$ cat src/rtl/mem_ctrl_pkg.sv
// rtl/mem_ctrl_pkg.sv - shared encodings for the BRAM port controller
package mem_ctrl_pkg;

    localparam logic [1:0] SZ_B = 2'b00;
    localparam logic [1:0] SZ_H = 2'b01;
    localparam logic [1:0] SZ_W = 2'b10;
    localparam logic [1:0] SZ_X = 2'b11;

    typedef enum logic [1:0] {
        ST_IDLE   = 2'd0,
        ST_ACCESS = 2'd1,
        ST_RESP   = 2'd2
    } state_t;

    typedef enum logic {
        GNT_IF = 1'b0,
        GNT_D  = 1'b1
    } gnt_src_t;

    // Illegal size or an address not aligned to the access size
    function automatic logic access_bad(input logic [1:0] size, input logic [1:0] a_lo);
        logic bad;
        case (size)
            SZ_B:    bad = 1'b0;
            SZ_H:    bad = a_lo[0];
            SZ_W:    bad = (a_lo != 2'b00);
            default: bad = 1'b1;
        endcase
        return bad;
    endfunction

endpackage

$ cat src/rtl/load_ext.sv
// rtl/load_ext.sv - sign/zero extension of BRAM read data by access size
module load_ext
    import mem_ctrl_pkg::*;
(
    input  logic [1:0]  size,
    input  logic        is_unsigned,
    input  logic [31:0] raw,
    output logic [31:0] ext
);

    // Extend the low byte or half; words pass through untouched
    always_comb begin
        ext = raw;
        case (size)
            SZ_B:    ext = {{24{~is_unsigned & raw[7]}}, raw[7:0]};
            SZ_H:    ext = {{16{~is_unsigned & raw[15]}}, raw[15:0]};
            default: ext = raw;
        endcase
    end

endmodule

$ cat src/rtl/mem_port_ctrl.sv
// rtl/mem_port_ctrl.sv - fetch/data arbiter and sequencer for BRAM port A
module mem_port_ctrl
    import mem_ctrl_pkg::*;
#(
    parameter int ADDR_W     = 10,
    parameter int FIXED_PRIO = 0
) (
    input  logic              clk,
    input  logic              rst,
    input  logic              if_req,
    input  logic [ADDR_W-1:0] if_addr,
    output logic              if_gnt,
    output logic              if_rvalid,
    output logic [31:0]       if_rdata,
    output logic              if_err,
    input  logic              d_req,
    input  logic              d_we,
    input  logic [1:0]        d_size,
    input  logic              d_unsigned,
    input  logic [ADDR_W-1:0] d_addr,
    input  logic [31:0]       d_wdata,
    output logic              d_gnt,
    output logic              d_rvalid,
    output logic [31:0]       d_rdata,
    output logic              d_err,
    output logic [ADDR_W-1:0] mem_addr,
    output logic              mem_wen,
    output logic              mem_b,
    output logic              mem_h,
    output logic [31:0]       mem_din,
    input  logic [31:0]       mem_dout
);

    state_t            state;
    gnt_src_t          last_gnt;
    gnt_src_t          lat_src;
    logic              lat_we;
    logic [1:0]        lat_size;
    logic              lat_uns;
    logic [ADDR_W-1:0] lat_addr;
    logic [31:0]       lat_wdata;

    logic              pick_d;
    logic              if_bad;
    logic              d_bad;
    logic              in_access;
    logic [31:0]       ld_ext;

    // Data wins when alone, under fixed priority, or when fetch was granted last
    always_comb begin
        pick_d    = d_req & (~if_req | (FIXED_PRIO != 0) | (last_gnt == GNT_IF));
        if_gnt    = (state == ST_IDLE) & if_req & ~pick_d;
        d_gnt     = (state == ST_IDLE) & pick_d;
        if_bad    = (if_addr[1:0] != 2'b00);
        d_bad     = access_bad(d_size, d_addr[1:0]);
    end

    // Port A is only driven during ACCESS so reset silences it at once
    always_comb begin
        in_access = (state == ST_ACCESS);
        mem_addr  = in_access ? lat_addr : '0;
        mem_wen   = in_access & lat_we;
        mem_b     = in_access & (lat_size == SZ_B);
        mem_h     = in_access & (lat_size == SZ_H);
        mem_din   = (in_access & lat_we) ? lat_wdata : 32'h0;
    end

    load_ext u_load_ext (
        .size        (lat_size),
        .is_unsigned (lat_uns),
        .raw         (mem_dout),
        .ext         (ld_ext)
    );

    // Sequencer: grant and latch in IDLE, drive BRAM in ACCESS, capture read data in RESP
    always_ff @(posedge clk or negedge rst) begin
        if (!rst) begin
            state     <= ST_IDLE;
            last_gnt  <= GNT_D;
            lat_src   <= GNT_IF;
            lat_we    <= 1'b0;
            lat_size  <= SZ_W;
            lat_uns   <= 1'b0;
            lat_addr  <= '0;
            lat_wdata <= 32'h0;
            if_rvalid <= 1'b0;
            if_rdata  <= 32'h0;
            if_err    <= 1'b0;
            d_rvalid  <= 1'b0;
            d_rdata   <= 32'h0;
            d_err     <= 1'b0;
        end else begin
            if_rvalid <= 1'b0;
            if_err    <= 1'b0;
            d_rvalid  <= 1'b0;
            d_err     <= 1'b0;
            case (state)
                ST_IDLE: begin
                    if (if_gnt) begin
                        last_gnt <= GNT_IF;
                        if (if_bad) begin
                            if_rvalid <= 1'b1;
                            if_err    <= 1'b1;
                            if_rdata  <= 32'h0;
                        end else begin
                            lat_src   <= GNT_IF;
                            lat_we    <= 1'b0;
                            lat_size  <= SZ_W;
                            lat_uns   <= 1'b0;
                            lat_addr  <= if_addr;
                            lat_wdata <= 32'h0;
                            state     <= ST_ACCESS;
                        end
                    end else if (d_gnt) begin
                        last_gnt <= GNT_D;
                        if (d_bad) begin
                            d_rvalid <= 1'b1;
                            d_err    <= 1'b1;
                            d_rdata  <= 32'h0;
                        end else begin
                            lat_src   <= GNT_D;
                            lat_we    <= d_we;
                            lat_size  <= d_size;
                            lat_uns   <= d_unsigned;
                            lat_addr  <= d_addr;
                            lat_wdata <= d_wdata;
                            state     <= ST_ACCESS;
                        end
                    end
                end
                ST_ACCESS: begin
                    if (lat_we) begin
                        d_rvalid <= 1'b1;
                        d_rdata  <= 32'h0;
                        state    <= ST_IDLE;
                    end else begin
                        state <= ST_RESP;
                    end
                end
                ST_RESP: begin
                    if (lat_src == GNT_IF) begin
                        if_rvalid <= 1'b1;
                        if_rdata  <= mem_dout;
                    end else begin
                        d_rvalid <= 1'b1;
                        d_rdata  <= ld_ext;
                    end
                    state <= ST_IDLE;
                end
                default: state <= ST_IDLE;
            endcase
        end
    end

endmodule

$ cat config.mk
export PLATFORM = sky130hd
export DESIGN_NAME = mem_port_ctrl
export DESIGN_NICKNAME = d
export VERILOG_FILES = /design/src/rtl/mem_ctrl_pkg.sv /design/src/rtl/load_ext.sv /design/src/rtl/mem_port_ctrl.sv
export SDC_FILE = /design/constraint.sdc
export NUM_CORES = 1
export LEC_CHECK = 0
export CORE_MARGIN = 2
export CORE_UTILIZATION = 35
export CTS_CLUSTER_SIZE = 12
export DETAILED_ROUTE_END_ITERATION = 16
export PLACE_DENSITY = 0.67
export REMOVE_ABC_BUFFERS = 1
export SLEW_MARGIN = 30
export SYNTH_ARGS = -nofsm -noshare
export SYNTH_HDL_FRONTEND = slang
export SYNTH_SLANG_ARGS = --single-unit
$ cat constraint.sdc
create_clock -name clk -period 2 [get_ports clk]
set_input_delay 0.4 -clock clk [delete_from_list [all_inputs] [get_ports clk]]
set_output_delay 0.4 -clock clk [all_outputs]
set_load 0.1 [all_outputs]
## After elaboration in Yosys (flattened, before gate mapping)

Cells that the tools add are included.
Widths: inputs -> output; s select.

- Reduce and logical (&&, ||, !) cells: 13
- Bitwise logic cells: 14
- Multiplexer cells: 56
- Eq/ne operators: 18

Operators with widths:

| cell | count |
|---|---|
| $mux 32 | 13 |
| $pmux 32 s2 | 2 |
| $pmux 32 s3 | 1 |
| $mux 10 | 5 |
| $mux 1 | 22 |
| $ne 2x2->1 const B | 10 |
| $mux 2 | 9 |
| $and 1x1->1 | 9 |
| $ne 3x3->1 const B | 3 |
| $reduce_and 4->1 | 2 |
| $reduce_bool 2->1 | 4 |
| $eq 2x1->1 const B | 3 |
| $logic_not 2->1 | 3 |
| $pmux 1 s3 | 2 |
| $reduce_and 6->1 | 1 |
| $eq 2x2->1 const B | 2 |
| $not 1->1 | 4 |
| $pmux 2 s2 | 1 |
| $reduce_and 3->1 | 1 |
| $reduce_bool 3->1 | 1 |
| $pmux 1 s2 | 1 |
| $reduce_and 2->1 | 1 |
| $or 1x1->1 | 1 |

- Register bits after elaboration: 118
- Word-level logic and storage cells: 115

## Longest topological paths before layout

Gate-level depths: netlist of run 1.

- Word-level depth: 7
- Depth in mapped cells: 7
- Mapped depth without buffers: 6

## By module

Synthesis of run 1 repeated with hierarchy kept, for this count alone.

- Cell total of the unflattened synthesis: 478
- Area, all modules: 5233.8 um2

Modules (own cells, without submodules):

| module | area an instance (um2) | instances | cells each |
|---|---|---|---|
| mem_port_ctrl | 4878.4 | 1 | 411 |
| load_ext | 355.3 | 1 | 67 |

## Worst setup path after synthesis of run 1

OpenSTA, ideal clock, no wires.

- Path kind: register -> output
- Start point: register lat_size[1]
- End point: output mem_h
- Cell stages (with the launch flop): 4
- Path slack: -1.383 ns
- Path buffers: 2
- Arrival: 2.983 ns
- Data required time: 1.600 ns
- Cells stage by stage: dfstp_2 > clkbuf_1 > clkbuf_1 > nor3b_1

- Cells in the longest elaborated chain, start to end: 2

Ends and longest elaborated chain:

| what | line | source |
|---|---|---|
| start: declaration | mem_port_ctrl.sv:38 | `logic [1:0] lat_size;` |
| start signal: assignment | mem_port_ctrl.sv:123 | `lat_size <= d_size;` |
| $eq 2x1->1 | mem_port_ctrl.sv:64 | `mem_h = in_access & (lat_size == SZ_H);` |
| $and 1x1->1 | mem_port_ctrl.sv:64 |  |
| end: declaration | mem_port_ctrl.sv:29 | `output logic mem_h,` |

Every way passes these cells.

## Final worst setup path of run 1

- Start point: register state[1]
- End point: output mem_din[10]

- Cells in the longest elaborated chain, start to end: 3

Ends and longest elaborated chain:

| what | line | source |
|---|---|---|
| start: declaration | mem_port_ctrl.sv:34 | `state_t state;` |
| start signal: assignment | mem_port_ctrl.sv:78 | `state <= ST_IDLE;` |
| start signal: assignment | mem_port_ctrl.sv:112 | `state <= ST_ACCESS;` |
| start signal: assignment | mem_port_ctrl.sv:127 | `state <= ST_ACCESS;` |
| $eq 2x1->1 | mem_port_ctrl.sv:60 | `in_access = (state == ST_ACCESS);` |
| $and 1x1->1 | mem_port_ctrl.sv:65 | `mem_din = (in_access & lat_we) ? lat_wdata : 32'h0;` |
| $mux 32 | mem_port_ctrl.sv:65 |  |
| end: declaration | mem_port_ctrl.sv:30 | `output logic [31:0] mem_din,` |

Every way passes these cells.

==> results of run 1 <==
==> cell type report <==
type,instances,area share
Tap cell,184,0.0252
Clock inverter,9,0.0137
Multi-Input combinational cell,290,0.253
Sequential cell,118,0.324
Clock buffer,22,0.0520
Timing Repair Buffer,256,0.322
Inverter,21,0.00974
==> cell families after synthesis <==
logic type      after synthesis
simple gates                160
flops                       118
compound gates               77
mux                          53
buf+inv                      52
==> Yosys cell counts <==
cell and instances:
dfrtp_1 116, nand2_1 73, mux2_2 46, a22o_1 35, and3_1 32, and2_1 20
inv_1 19, a21oi_1 18, clkbuf_1 17, nand3_1 16, o21ai_0 16, buf_2 9
mux2_1 7, nor2_1 5, buf_6 3, nor3b_1 3, dfstp_2 2, inv_2 2
nand2b_1 2, nor3_1 2, a21o_1 1, a21oi_4 1, a221oi_4 1, a22oi_2 1
a2bb2oi_1 1, a31oi_1 1, a41oi_1 1, and2b_4 1, and3_4 1, buf_1 1
buf_4 1, nand3_2 1, nand4b_1 1, nor2_2 1, nor2b_1 1, o2111a_1 1
or2_2 1
==> stage by stage <==
| stage | std cells | total power [mW] | setup TNS (ns) | instance area [um2] | util |
|---|---|---|---|---|---|
| detailed placement | 844 | 10.6 | -21.04 | 7870 | 0.543 |
| global placement | 844 | 10.4 | -16.05 | 7870 | 0.543 |
| finish | 900 | 14.4 | -6.07 | 9120 | 0.630 |
| global route | 900 | 15.0 | -9.90 | 9120 | 0.630 |
| floorplan | 429 | 8.41 | -78.46 | 5010 | - |
| CTS | 886 | 14.0 | -6.44 | 8800 | 0.608 |
==> routing by layer <==
metal | track usage | wire length (um)
met1 | 0.240 | 6560
met2 | 0.342 | 8400
met3 | 0.0804 | 1380
met4 | 0.0608 | 176
met5 | 0 | 0
==> critical path: cells and delay by family (launching register included) <==
family,cells,cell delay (ns)
buffers and inverters,3,0.43
and+or+nand+nor,2,0.49
DFF,1,0.42
==> cell usage in the layout (no fill, tap or decap), types with 9 or more instances in the layout <==
cell type / instances
a22o_1: 35
clkbuf_16: 20
inv_1: 19
and2_1: 9
buf_4: 98
a21oi_1: 18
nand2_1: 73
buf_12: 55
mux2_4: 32
dfrtp_1: 114
and2_4: 11
nand3_1: 16
o21ai_0: 16
mux2_2: 21
clkdlybuf4s50_1: 90
and3_4: 28
==> report_power, final <==
group          internal [mW]  total (mW)  leakage (nW)  switching [mW]
combinational           2.47        7.53          2.63            5.05
clock                   2.04        3.07         0.292            1.03
sequential              3.24        3.80          1.56           0.560
==> timing repair <==
item	in CTS	in global routing
endpoints found under the setup margin	42	79
cloned	1	4
gates resized for setup	53	42
hold buffers	1	0
endpoints found under the hold margin	29	0
buffers inserted	9	10
pin swaps	16	7
==> state kept, by name, indices dropped and copies added (netlist names) <==
register and flops:
d_rdata 32, last_gnt 1, lat_src 1, lat_we 1, lat_size 2, lat_addr 10, if_err 1, d_err 1
if_rvalid 1, if_rdata 32, lat_wdata 32, d_rvalid 1, lat_uns 1, state 2
==> worst min-delay path by stage <==
| stage | from | slack [ns] | to |
|---|---|---|---|
| after CTS | if_rdata[19] | 0.47 | if_rdata[19] |
| after global routing | if_rdata[16] | 0.48 | if_rdata[16] |
| final | if_rdata[5] | 0.47 | if_rdata[5] |
| after detailed placement | rst | 0.37 | if_rdata[12] |
| after floorplan | rst | 0.10 | d_err |
| after global placement | rst | 0.37 | if_rdata[12] |
==> flow_summary.yaml, run 1 <==
setup_path:
  cpMostUsedCell: "buf_12"
  cp_slowest_cell: "dfrtp_2"
  path_max_fanout: 14
  arrival_ns: 1.77
  max_stage_delay_ns: 0.42
  r2r-start: "state[0]"
  worst_ep_required_time_ns: 1.60
  r2r_slack_ns: -0.04
  cp-start-kind: "flip-flop"
  r2r_cells: 8
  r2r_end: "d_rdata[13]"
  path_class: "flip-flop to output port"
  setup.worst_path.end: "mem_din[10]"
  crit_chain: "and2b_4, buf_12, buf_12, and3_4, buf_12"
  critPathLaunch: "state[1]"
  endpoint_kind: "output port"
timing:
  fin_crit_ns: 2.17
  worst_slew_pin_slew_ns: 0.470
  maxSlewViolCount: 0
  holdWs_ns: 0.466
  fin_crit_sh: 1.08
  rsz0062_at_grt: "true"
  skew_ns: 0.00520
  worst_slack_ns: -0.165
  hold_violations: 0
  max_slew_margin: 0.687
  fmax_mhz: 462
  setup_viol: 69
grt:
  grt_pass1_vias: 4779
  grt_pass1_wl_um: 25400
  antenna_found_initial: 0
  grt_max_degree: 64
  grt_overflow: 0
  track_usage: 0.203
route:
  first_pass_iters: 4
  antenna_left: 0
  drtIter0Drc: 324
  wl_um: 16500
  vias: 4527
  wire_per_inst_um: 18.3
  route.detailed.drc: 0
  via_per_inst: 5.03
clocking:
  clockRootBuffer: "clkbuf_16"
  insertion_delay_ns: 0.41
  cts_tree: "done"
  clk_pin_slew_worst_paths_ns: 0.05
  numCtsBuffers: 17
  cts.sinks: 118
  cts_max_level: 4
  clock_path_buffers: 2
placed_design:
  port_buffers: 206
  dpl_worst_slack_ns: -0.369
  place.gp.congestion: 0.788
  hpwl_um: 10600
synth:
  synthSimpleGateAreaFrac: 0.155
  synth_top_family_by_area: "simple AND/OR/NAND/NOR gates"
  ys_warn_count: 0
  synth_cells: 460
  yosysTopAreaCell: "dfrtp_1"
  synth-xor-area-share: 0
  synth.area.mux_share: 0.116
  synthAdderAreaFrac: 0
  synth_compound_area_frac: 0.111
  ys_seq_elements: 118
  avgSynthCellArea_um2: 11.2
  syn_area_um2: 5160
  synth_top_area_frac: 0.562
  ys_seq_area_frac: 0.573
  synth.distinct_cells: 37
  synth_top_cells_by_area: "dfrtp_1, mux2_2, a22o_1"
finish:
  antennaDiodeCount: 0
  area_growth_pct: 76.8
  layout-drive-gt1-share: 0.425
  ff_latch_area_um2: 2960
  multi_input_area_um2: 2310
  fin_nets: 796
  nFillCells: 1116
floorplanning:
  die_x_um: 125
  io_pins: 207
  fp-row-count: 44
  core_um2: 14500
  die_h_um: 125
  start_util: 0.356
  die_area_um2: 15700
pwr:
  power_leakage_nw: 4.48
  p_per_area_nw_per_um2: 1580
  ir_drop_mv: 0.573
hold_path:
  timing.hold.worst.class: "flip-flop to flip-flop"
  min_path_cells: 2
flow_run:
  drv_cap: 0
run_status:
  violations: "negative setup slack"
  status: "finished, violations left"
(Power assumes the default switching activity.)
==> inputs of run 2 (changes only) <==
Settings changed: HOLD_SLACK_MARGIN set to 0.12.
==> results of run 2 <==
Final layout, timing and power as in run 1 (identical DEF).
==> inputs of run 3 (changes only) <==
Settings changed: TNS_END_PERCENT set to 100.
==> results of run 3 <==
Final layout, timing and power as in run 1 (identical DEF).
